==> src/rtl/hazard_md_unit.sv <==
// Hazard detection and forwarding-select unit for a five-stage pipeline.
// It also tracks the sequential multiply/divide (HI/LO) unit and stalls its consumers.
module hazard_md_unit #(
    parameter int unsigned MULT_CYCLES = 5,
    parameter int unsigned DIV_CYCLES  = 10,
    parameter bit          FWD_EN      = 1'b1,
    parameter int unsigned LINK_REG    = 31
) (
    input  logic        clk,
    input  logic        reset,
    input  logic [31:0] InstrD,
    input  logic [31:0] InstrE,
    input  logic [31:0] InstrM,
    input  logic [31:0] InstrW,
    input  logic [3:0]  TypeD,
    input  logic [3:0]  TypeE,
    input  logic [3:0]  TypeM,
    input  logic [3:0]  TypeW,
    output logic        stall,
    output logic [1:0]  ForwardRSD,
    output logic [1:0]  ForwardRTD,
    output logic [2:0]  ForwardRSE,
    output logic [2:0]  ForwardRTE,
    output logic [1:0]  ForwardRTM,
    output logic        md_busy,
    output logic [5:0]  md_cnt
);

    localparam logic [3:0] T_CALR   = 4'd1;
    localparam logic [3:0] T_CALI   = 4'd2;
    localparam logic [3:0] T_BRANCH = 4'd3;
    localparam logic [3:0] T_LOAD   = 4'd4;
    localparam logic [3:0] T_JR     = 4'd5;
    localparam logic [3:0] T_JAL    = 4'd6;
    localparam logic [3:0] T_STORE  = 4'd7;
    localparam logic [3:0] T_MD     = 4'd8;
    localparam logic [3:0] T_MF     = 4'd9;
    localparam logic [3:0] T_MT     = 4'd10;

    localparam logic [4:0] LINK    = 5'(LINK_REG);
    localparam logic [5:0] MULT_LD = 6'(MULT_CYCLES);
    localparam logic [5:0] DIV_LD  = 6'(DIV_CYCLES);

    typedef enum logic {
        MD_IDLE,
        MD_BUSY
    } md_state_t;

    function automatic logic [4:0] dest_of(input logic [3:0] t, input logic [4:0] rt,
                                           input logic [4:0] rd);
        logic [4:0] r;
        case (t)
            T_CALR, T_MF:   r = rd;
            T_CALI, T_LOAD: r = rt;
            T_JAL:          r = LINK;
            default:        r = 5'd0;
        endcase
        return r;
    endfunction

    function automatic logic alu_wr(input logic [3:0] t);
        return (t == T_CALR) || (t == T_CALI) || (t == T_MF);
    endfunction

    function automatic logic result_wr(input logic [3:0] t);
        return alu_wr(t) || (t == T_LOAD);
    endfunction

    function automatic logic hit(input logic [4:0] src, input logic [4:0] dst);
        return (dst != 5'd0) && (src == dst);
    endfunction

    // Which operands each class consumes, and in which stage it consumes them.
    function automatic logic rs_used_d(input logic [3:0] t);
        return (t == T_BRANCH) || (t == T_JR);
    endfunction

    function automatic logic rt_used_d(input logic [3:0] t);
        return t == T_BRANCH;
    endfunction

    function automatic logic rs_used_e(input logic [3:0] t);
        return (t == T_CALR) || (t == T_CALI) || (t == T_LOAD) || (t == T_STORE) ||
               (t == T_MD) || (t == T_MT);
    endfunction

    function automatic logic rt_used_e(input logic [3:0] t);
        return (t == T_CALR) || (t == T_MD);
    endfunction

    function automatic logic rt_used_m(input logic [3:0] t);
        return t == T_STORE;
    endfunction

    // The nearest matching writer decides the select; a writer with no usable path gives 0.
    function automatic logic [1:0] fwd_d_sel(input logic hit_e, input logic hit_m,
                                             input logic [3:0] te, input logic [3:0] tm);
        logic [1:0] s;
        s = 2'd0;
        if (hit_e) begin
            s = (te == T_JAL) ? 2'd1 : 2'd0;
        end else if (hit_m) begin
            if (alu_wr(tm))       s = 2'd2;
            else if (tm == T_JAL) s = 2'd3;
        end
        return s;
    endfunction

    function automatic logic [2:0] fwd_e_sel(input logic hit_m, input logic hit_w,
                                             input logic [3:0] tm, input logic [3:0] tw);
        logic [2:0] s;
        s = 3'd0;
        if (hit_m) begin
            if (alu_wr(tm))       s = 3'd1;
            else if (tm == T_JAL) s = 3'd2;
        end else if (hit_w) begin
            if (tw == T_JAL)        s = 3'd3;
            else if (result_wr(tw)) s = 3'd4;
        end
        return s;
    endfunction

    function automatic logic [1:0] fwd_m_sel(input logic hit_w, input logic [3:0] tw);
        logic [1:0] s;
        s = 2'd0;
        if (hit_w) begin
            if (tw == T_JAL)        s = 2'd1;
            else if (result_wr(tw)) s = 2'd2;
        end
        return s;
    endfunction

    logic [4:0] rs_d, rt_d, rs_e, rt_e, rt_m;
    logic [4:0] dst_e, dst_m, dst_w;
    logic       hit_e_rsd, hit_e_rtd, hit_m_rsd, hit_m_rtd;
    logic       hit_m_rse, hit_m_rte, hit_w_rse, hit_w_rte, hit_w_rtm;
    logic       stall_fwd_d, stall_fwd_e, stall_nofwd, stall_md;
    logic       unused_instr_bits;

    assign rs_d  = InstrD[25:21];
    assign rt_d  = InstrD[20:16];
    assign rs_e  = InstrE[25:21];
    assign rt_e  = InstrE[20:16];
    assign rt_m  = InstrM[20:16];
    assign dst_e = dest_of(TypeE, InstrE[20:16], InstrE[15:11]);
    assign dst_m = dest_of(TypeM, InstrM[20:16], InstrM[15:11]);
    assign dst_w = dest_of(TypeW, InstrW[20:16], InstrW[15:11]);

    assign unused_instr_bits = ^{InstrD[31:26], InstrD[15:0], InstrE[31:26], InstrE[10:6],
                                 InstrM[31:21], InstrM[10:0], InstrW[31:21], InstrW[10:0]};

    always_comb begin
        hit_e_rsd = hit(rs_d, dst_e);
        hit_e_rtd = hit(rt_d, dst_e);
        hit_m_rsd = hit(rs_d, dst_m);
        hit_m_rtd = hit(rt_d, dst_m);
        hit_m_rse = hit(rs_e, dst_m);
        hit_m_rte = hit(rt_e, dst_m);
        hit_w_rse = hit(rs_e, dst_w);
        hit_w_rte = hit(rt_e, dst_w);
        hit_w_rtm = hit(rt_m, dst_w);
    end

    // Branch/jr operands are consumed in D: ALU results are only ready from M, loads from W.
    always_comb begin
        stall_fwd_d = (rs_used_d(TypeD) &&
                       ((hit_e_rsd && result_wr(TypeE)) || (hit_m_rsd && TypeM == T_LOAD))) ||
                      (rt_used_d(TypeD) &&
                       ((hit_e_rtd && result_wr(TypeE)) || (hit_m_rtd && TypeM == T_LOAD)));
        stall_fwd_e = (TypeE == T_LOAD) &&
                      ((rs_used_e(TypeD) && hit_e_rsd) || (rt_used_e(TypeD) && hit_e_rtd));
        stall_nofwd = ((rs_used_d(TypeD) || rs_used_e(TypeD)) && (hit_e_rsd || hit_m_rsd)) ||
                      ((rt_used_d(TypeD) || rt_used_e(TypeD) || rt_used_m(TypeD)) &&
                       (hit_e_rtd || hit_m_rtd));
        stall_md    = ((TypeD == T_MD) || (TypeD == T_MF) || (TypeD == T_MT)) &&
                      ((TypeE == T_MD) || (md_cnt != 6'd0));
        stall       = stall_md | (FWD_EN ? (stall_fwd_d | stall_fwd_e) : stall_nofwd);
    end

    always_comb begin
        ForwardRSD = 2'd0;
        ForwardRTD = 2'd0;
        ForwardRSE = 3'd0;
        ForwardRTE = 3'd0;
        ForwardRTM = 2'd0;
        if (FWD_EN) begin
            if (rs_used_d(TypeD)) ForwardRSD = fwd_d_sel(hit_e_rsd, hit_m_rsd, TypeE, TypeM);
            if (rt_used_d(TypeD)) ForwardRTD = fwd_d_sel(hit_e_rtd, hit_m_rtd, TypeE, TypeM);
            if (rs_used_e(TypeE)) ForwardRSE = fwd_e_sel(hit_m_rse, hit_w_rse, TypeM, TypeW);
            if (rt_used_e(TypeE)) ForwardRTE = fwd_e_sel(hit_m_rte, hit_w_rte, TypeM, TypeW);
            if (rt_used_m(TypeM)) ForwardRTM = fwd_m_sel(hit_w_rtm, TypeW);
        end
    end

    md_state_t  md_state_q, md_state_d;
    logic [5:0] md_cnt_q, md_cnt_d;

    // The busy window opens as the md instruction leaves E; stall never holds the count.
    always_comb begin
        md_state_d = md_state_q;
        md_cnt_d   = md_cnt_q;
        case (md_state_q)
            MD_IDLE: begin
                if (TypeE == T_MD) begin
                    md_cnt_d   = (InstrE[5:0] == 6'h1A || InstrE[5:0] == 6'h1B) ? DIV_LD : MULT_LD;
                    md_state_d = MD_BUSY;
                end
            end
            MD_BUSY: begin
                if (md_cnt_q <= 6'd1) begin
                    md_cnt_d   = 6'd0;
                    md_state_d = MD_IDLE;
                end else begin
                    md_cnt_d = md_cnt_q - 6'd1;
                end
            end
            default: begin
                md_cnt_d   = 6'd0;
                md_state_d = MD_IDLE;
            end
        endcase
    end

    always_ff @(posedge clk or posedge reset) begin
        if (reset) begin
            md_state_q <= MD_IDLE;
            md_cnt_q   <= 6'd0;
        end else begin
            md_state_q <= md_state_d;
            md_cnt_q   <= md_cnt_d;
        end
    end

    assign md_cnt  = md_cnt_q;
    assign md_busy = (md_cnt_q != 6'd0);

endmodule

==> config.mk <==
export PLATFORM = sky130hd
export DESIGN_NAME = hazard_md_unit
export DESIGN_NICKNAME = d
export VERILOG_FILES = /design/src/rtl/hazard_md_unit.sv
export SDC_FILE = /design/constraint.sdc
export NUM_CORES = 1
export LEC_CHECK = 0
export CAP_MARGIN = 20
export CORE_ASPECT_RATIO = 0.75
export CORE_MARGIN = 1.5
export CORE_UTILIZATION = 35
export DETAILED_ROUTE_END_ITERATION = 16
export PLACE_DENSITY = 0.95
export SETUP_SLACK_MARGIN = 0.3
export SLEW_MARGIN = 15
export SYNTH_ARGS = -nofsm -noshare
export SYNTH_HDL_FRONTEND = slang
export SYNTH_SLANG_ARGS = --single-unit
==> constraint.sdc <==
create_clock -name clk -period 11.85 [get_ports clk]
set_clock_uncertainty 0.05 [all_clocks]
set_input_delay 3.555 -clock clk [delete_from_list [all_inputs] [get_ports clk]]
set_output_delay 3.555 -clock clk [all_outputs]
set_load 0.03 [all_outputs]
=== Word-level counts from Yosys, hierarchy flattened ===
Index checks and enable logic that the tools add are counted.

* Add/subtract/negate cells: 1
* Bitwise logic cells: 3
* $lt $le $gt $ge: 1
* Reductions and logical operators: 57
* Equality and inequality tests: 40
* Mux-type cells: 33

{| class="wikitable"
|+ Operator list
! kind !! number
|-
| $eq A5 B5 Y1 || 9
|-
| $pmux W5 S3 || 3
|-
| $eq A4 B3 Y1 const B || 11
|-
| $eq A4 B4 Y1 const B || 8
|-
| $logic_or A1 B1 Y1 || 28
|-
| $mux W2 || 14
|-
| $mux W3 || 8
|-
| $eq A4 B2 Y1 const B || 5
|-
| $logic_and A1 B1 Y1 || 19
|-
| $eq A4 B1 Y1 const B || 4
|-
| $reduce_bool A5 Y1 || 3
|-
| $eq A6 B5 Y1 const B || 2
|-
| $mux W6 || 2
|-
| $pmux W6 S2 || 1
|-
| $reduce_or A2 Y1 || 6
|-
| $le A6 B1 Y1 const B || 1
|-
| $reduce_bool A6 Y1 || 1
|-
| $sub A6 B1 Y6 const B || 1
|-
| $mux W4 || 1
|-
| $mux W1 || 3
|-
| $ne A2 B2 Y1 const B || 1
|-
| $or A1 B1 Y1 || 2
|-
| $pmux W1 S2 || 1
|-
| $not A1 Y1 || 1
|}

* Logic and storage cells: 137
* Bits of input ports: 146
* Output and inout port bits: 20
* Flip-flop bits (word level): 7

=== Depth between registers and ports, before layout ===
* Depth in word-level cells: 11
* Depth in mapped cells: 9

=== Least setup slack after synthesis ===
No wires, ideal clock.

* Path type: input to output
* Start: in TypeM[2]
* End: out ForwardRSE[2]
* Slack: 2.668 ns
* Arrival time: 5.577 ns
* Cell stages on the path: 8
* Required time: 8.245 ns
* Path buffers: 1
* Cell sequence: buf_2 -> maj3_1 -> a22oi_2 -> nand3_1 -> nor2_1 -> nand3b_1 -> nand3_1 -> nor3_1

* Longest elaborated chain between the ends: 7
* Elaborated cells between the ends (all ways): 13
* Those cells by class: eq/ne: 6; mux: 3; reduce/logical: 4

{| class="wikitable"
|+ RTL lines
! element !! line !! text
|-
| from (decl) || 17 || <nowiki>input logic [3:0] TypeM,</nowiki>
|-
| $eq A4 B3 Y1, or another cell as far along || 52 || <nowiki>case (t)</nowiki>
|-
| $reduce_or A2 Y1 || 52 ||
|-
| $pmux W5 S3 (*) || 52 ||
|-
| $eq A5 B5 Y1 or $reduce_bool A5 Y1 (tied branches) || 70 || <nowiki>return (dst != 5'd0) && (src == dst);</nowiki>
|-
| $logic_and A1 B1 Y1 (*) || 70 ||
|-
| $mux W3 (*) || 113 || <nowiki>if (hit_m) begin</nowiki>
|-
| $mux W3 (*) || 189 || <nowiki>if (rs_used_e(TypeE)) ForwardRSE = fwd_e_sel(hit_m_rse, hit_w_rse, TypeM, TypeW);</nowiki>
|-
| to (decl) || 22 || <nowiki>output logic [2:0] ForwardRSE,</nowiki>
|}

Mark *: on every way between the ends. The rest lies on a longest branch, timed or not.

=== Worst setup path in the final report ===
* Start: in TypeE[2]
* End: out ForwardRTD[0]

* Longest elaborated chain between the ends: 7
* Elaborated cells between the ends (all ways): 14
* Those cells by class: eq/ne: 6; mux: 4; reduce/logical: 4

{| class="wikitable"
|+ RTL lines
! element !! line !! text
|-
| from (decl) || 16 || <nowiki>input logic [3:0] TypeE,</nowiki>
|-
| $eq A4 B2 Y1, or another cell as far along || 52 ||
|-
| $reduce_or A2 Y1 || 52 ||
|-
| $pmux W5 S3 || 52 ||
|-
| $eq A5 B5 Y1 or $reduce_bool A5 Y1 (tied branches) || 70 ||
|-
| $logic_and A1 B1 Y1 || 70 ||
|-
| $mux W2 (*) || 100 || <nowiki>if (hit_e) begin</nowiki>
|-
| $mux W2 (*) || 188 || <nowiki>if (rt_used_d(TypeD)) ForwardRTD = fwd_d_sel(hit_e_rtd, hit_m_rtd, TypeE, TypeM);</nowiki>
|-
| to (decl) || 21 || <nowiki>output logic [1:0] ForwardRTD,</nowiki>
|}

Marks and branches as above.

==> metrics.md <==
| Metric | Value |
|---|---|
| Status | `finished clean` |
| Via count normalized by instance count | `5.62` |
| Starting density of the core | `36.1%` |
| H-tree level count | `1` |
| DP Wirelength | `5290 um` |
| Synth Area in XOR/XNOR | `21.9%` |
| Die Ht | `67.1 um` |
| Fraction of power spent switching nets | `47.7%` |
| Worst-case clock buffer depth | `2` |
| Startpoint-to-endpoint class of the critical path | `in -> out` |
| Kind of end point of the critical path | `output pin` |
| Area overhead of the layout relative to synthesis | `48.5%` |
| Mapped Avg Cell Area | `7.93 um2` |
| Die W | `88.5 um` |
| Share of synthesized cell area in full adder, half adder and majority cells | `9.71%` |
| Area of the multi-input gates | `1640 um2` |
| Post-Syn Area | `1920 um2` |
| Hold violation count in the final report | `0` |
| Headroom to the max-slew limit | `39.1%` |
| Master cell of the clock root buffer | `clkbuf_8` |
| Slowest cell on the critical path | `clkdlybuf4s50_1` |
| Leading cell types by total area after synthesis | `xnor2_1 (18%), dfrtp_1 (9.1%), maj3_2 (5.3%)` |
| Distinct cells, synth | `55` |
| Skew-Pair Late Insertion Delay | `0.23 ns` |
| CP bufs+invs | `2` |
| Cell type with the highest occurrence count on the critical path | `clkdlybuf4s50_1` |
| Clock net sink count | `7` |
| Library cell occupying the most area in the post-synthesis netlist | `xnor2_1` |
| CTS Hold Bufs | `0` |
| Net count after synthesis | `390` |
| Sequential cell fraction of total power | `19.5%` |
| Number of cells on the worst hold path | `2` |
| Cell internal power dissipation | `139 uW` |
| Number of flops mapped to enable cells by yosys | `0` |
| Clock Power Share | `13.0%` |
| Worst voltage drop across the vdd grid | `38.0 uV` |
| Detailed Routing Iterations Pass 1 | `5` |
| Total setup buffers inserted after CTS | `0` |
| Worst setup SP type | `input pin` |
| Post-DRT Antenna Nets | `0` |
| Final cycle utilization of the critical path | `89.1%` |
| Global-route usage over all layers | `21.1%` |
| Clock tree from TritonCTS | `built` |
| Number of antenna cells inserted | `0` |
| Proportion of layout cells with a drive suffix above 1 | `9.91%` |
| Combinational cell fraction of total power | `67.4%` |
| RSZ-0062 raised after global routing | `no` |
| Via count of the routed design | `2238` |
| DR DRC count | `0` |
| Clock-pin slew on the worst setup and hold paths | `0.04 ns` |
| Placer Congestion | `0.857` |
| Simple-gate share of the synthesized area | `30.4%` |
| Total Neg Setup Slack | `0 ns` |
| Worst Hold Class | `reg -> reg` |
| Share of the synthesized area in compound gates (AO/OA/AOI/OAI) | `20.3%` |
| Critical Path, Cell by Cell | `clkdlybuf4s50_1 -> maj3_1 -> a21oi_1 -> and4_1 -> o211ai_2 -> nand4_1 -> mux2i_1 -> and3_1 -> clkdlybuf4s50_1` |
| Number of warnings printed during yosys synthesis | `0` |
| Register Area | `175 um2` |
| Worst-path maximum fanout | `21` |
| Quantity of I/O buffers inserted on ports | `87` |
| Gate count after technology mapping | `242` |
| Initial detailed-routing violation count | `180` |
| Transition at the pin with the smallest max-transition slack | `0.907 ns` |
| Net switching power of the design | `126 uW` |
| Final critical delay including setup and external delays | `10.55 ns` |
| Area of the die | `5940 um2` |
| Required @ worst endpoint | `8.25 ns` |
| Post-CTS Resized | `0` |
| Cell family contributing the most delay on the critical path | `buffers and inverters` |
| Fill cell instance count of the final layout | `463` |
| Share of synthesized area spent on multiplexers | `3.26%` |
| Largest family of logic cells by synthesized area | `simple AND/OR/NAND/NOR gates` |
| Synth top area share | `18.3%` |
| Post-synth top flop | `dfrtp_1` |
| I/O pin total | `166` |
| Leakage power summed over all cells | `0.000978 uW` |
| Antenna violations before repair | `0` |
| Proportion of synthesized flip-flops having asynchronous set or reset | `100%` |
| Std-Cell Rows | `23` |
| Number of setup violations in the final report | `0` |
| Maximum number of pins on one net before global-route repair | `22` |
| Power per cell area | `92.9 nW/um2` |
| Critical path depth | `9` |
| Number of clock buffers inserted by TritonCTS | `3` |
| Sum of routed wire length over all layers | `6390 um` |
| Peak Freq | `94.7 MHz` |
| Via count of the first global-routing pass | `2031` |
| Routed wire length per instance | `16.1 um` |
| Final Max Tran Viols | `0` |
| Number of nets in the layout | `472` |
| CORE AREA | `5320 um2` |
| Global-route wire length before repair | `9800 um` |
| Max-capacitance violation count | `0` |
| Crit path DAT | `6.95 ns` |
| Slowest stage delay, CP | `0.77 ns` |
| Share of synthesized area occupied by flip-flops and latches | `9.13%` |
| Logic depth of the worst register-to-register path | `6` |
| Total grt overflow | `0` |
| WHS | `0.519 ns` |
| Flop and latch count out of synthesis | `7` |
## per-stage QoR
stage               instance area [um2]  cells  utilization, %  setup slack, ns  total power, uW
floorplan                          1920    242               -             2.67              157
global placement                   2810    394            52.7             1.58              217
detailed placement                 2810    394            52.7             1.39              226
CTS                                2850    398            53.5             1.37              261
global route                       2850    398            53.5             1.16              283
finish                             2850    398            53.5             1.30              265
## power groups by stage
stage	combinational, uW	clock [uW]	sequential [uW]
2_1_floorplan	97.6	0	59.6
3_3_place_gp	167	0	49.4
3_5_place_dp	175	0	50.9
4_1_cts	176	34.4	50.7
5_1_grt	193	36.9	53.3
6_report	179	34.5	51.7
## cell usage after synthesis (all sizes together), types with 2 or more instances
library cell	count
a21oi	15
a22oi	12
and3	3
and4	2
buf	8
clkbuf	2
dfrtp	7
ha	2
inv	6
maj3	15
mux2	2
mux2i	4
nand2	14
nand3	9
nand3b	3
nand4	7
nand4b	2
nor2	20
nor3	15
nor3b	6
nor4bb	6
o2111ai	2
o21ai	9
o22ai	2
o32ai	2
or3	2
xnor2	40
xor2	8
## tightest hold or removal path, stage by stage (launching register included)
cell	delay, ns
dfrtp_1	0.38
o21ai_0	0.10
nand2_1	0.06
## registers in the layout, summed over array words and instances (netlist names)
| name | count |
|---|---|
| md_cnt | 6 |
| md_state_q | 1 |
## worst paths after layout
| check | from | end | slack, ns |
|---|---|---|---|
| min in group asynchronous | reset | md_cnt[4] | 3.53 |
| max reg2reg | md_cnt[2] | md_cnt[5] | 9.83 |
| min | md_cnt[4] | md_cnt[4] | 0.52 |
| max in group asynchronous | reset | md_cnt[0] | 7.98 |
| min reg2reg | md_cnt[4] | md_cnt[4] | 0.52 |
| max | TypeE[2] | ForwardRTD[0] | 1.30 |
## placed cells by master (no fill, tap or decap), drive strengths merged, types with 9 or more instances in the layout
cell,synthesis,routed
nor3,15,15
o21ai,9,9
a21oi,15,15
nor2,20,20
maj3,15,15
nand3,9,9
xnor2,40,40
nand2,14,14
clkdlybuf4s50,0,87
a22oi,12,12
## layout make-up
| cell class | count | area share (%) |
|---|---|---|
| Sequential cell | 7 | 6.15 |
| Timing Repair Buffer | 87 | 30.6 |
| Clock buffer | 4 | 1.58 |
| Tap cell | 75 | 3.29 |
| Multi-Input combinational cell | 219 | 57.6 |
| Inverter | 6 | 0.790 |
## kinds of logic after synthesis
| kind of cell | count (synthesis) |
|---|---|
| flops | 7 |
| xor+xnor | 48 |
| simple gates | 97 |
| compound gates | 51 |
| fa+ha+maj | 17 |
| mux | 6 |
| buf+inv | 16 |
## layer usage
metal	share of wire, %	global-route usage, %
met2	46	35.4
met3	7.9	2.57
met4	1.5	4.69
met5	0	0
met1	44	29.1
(Power assumes the default switching activity.)
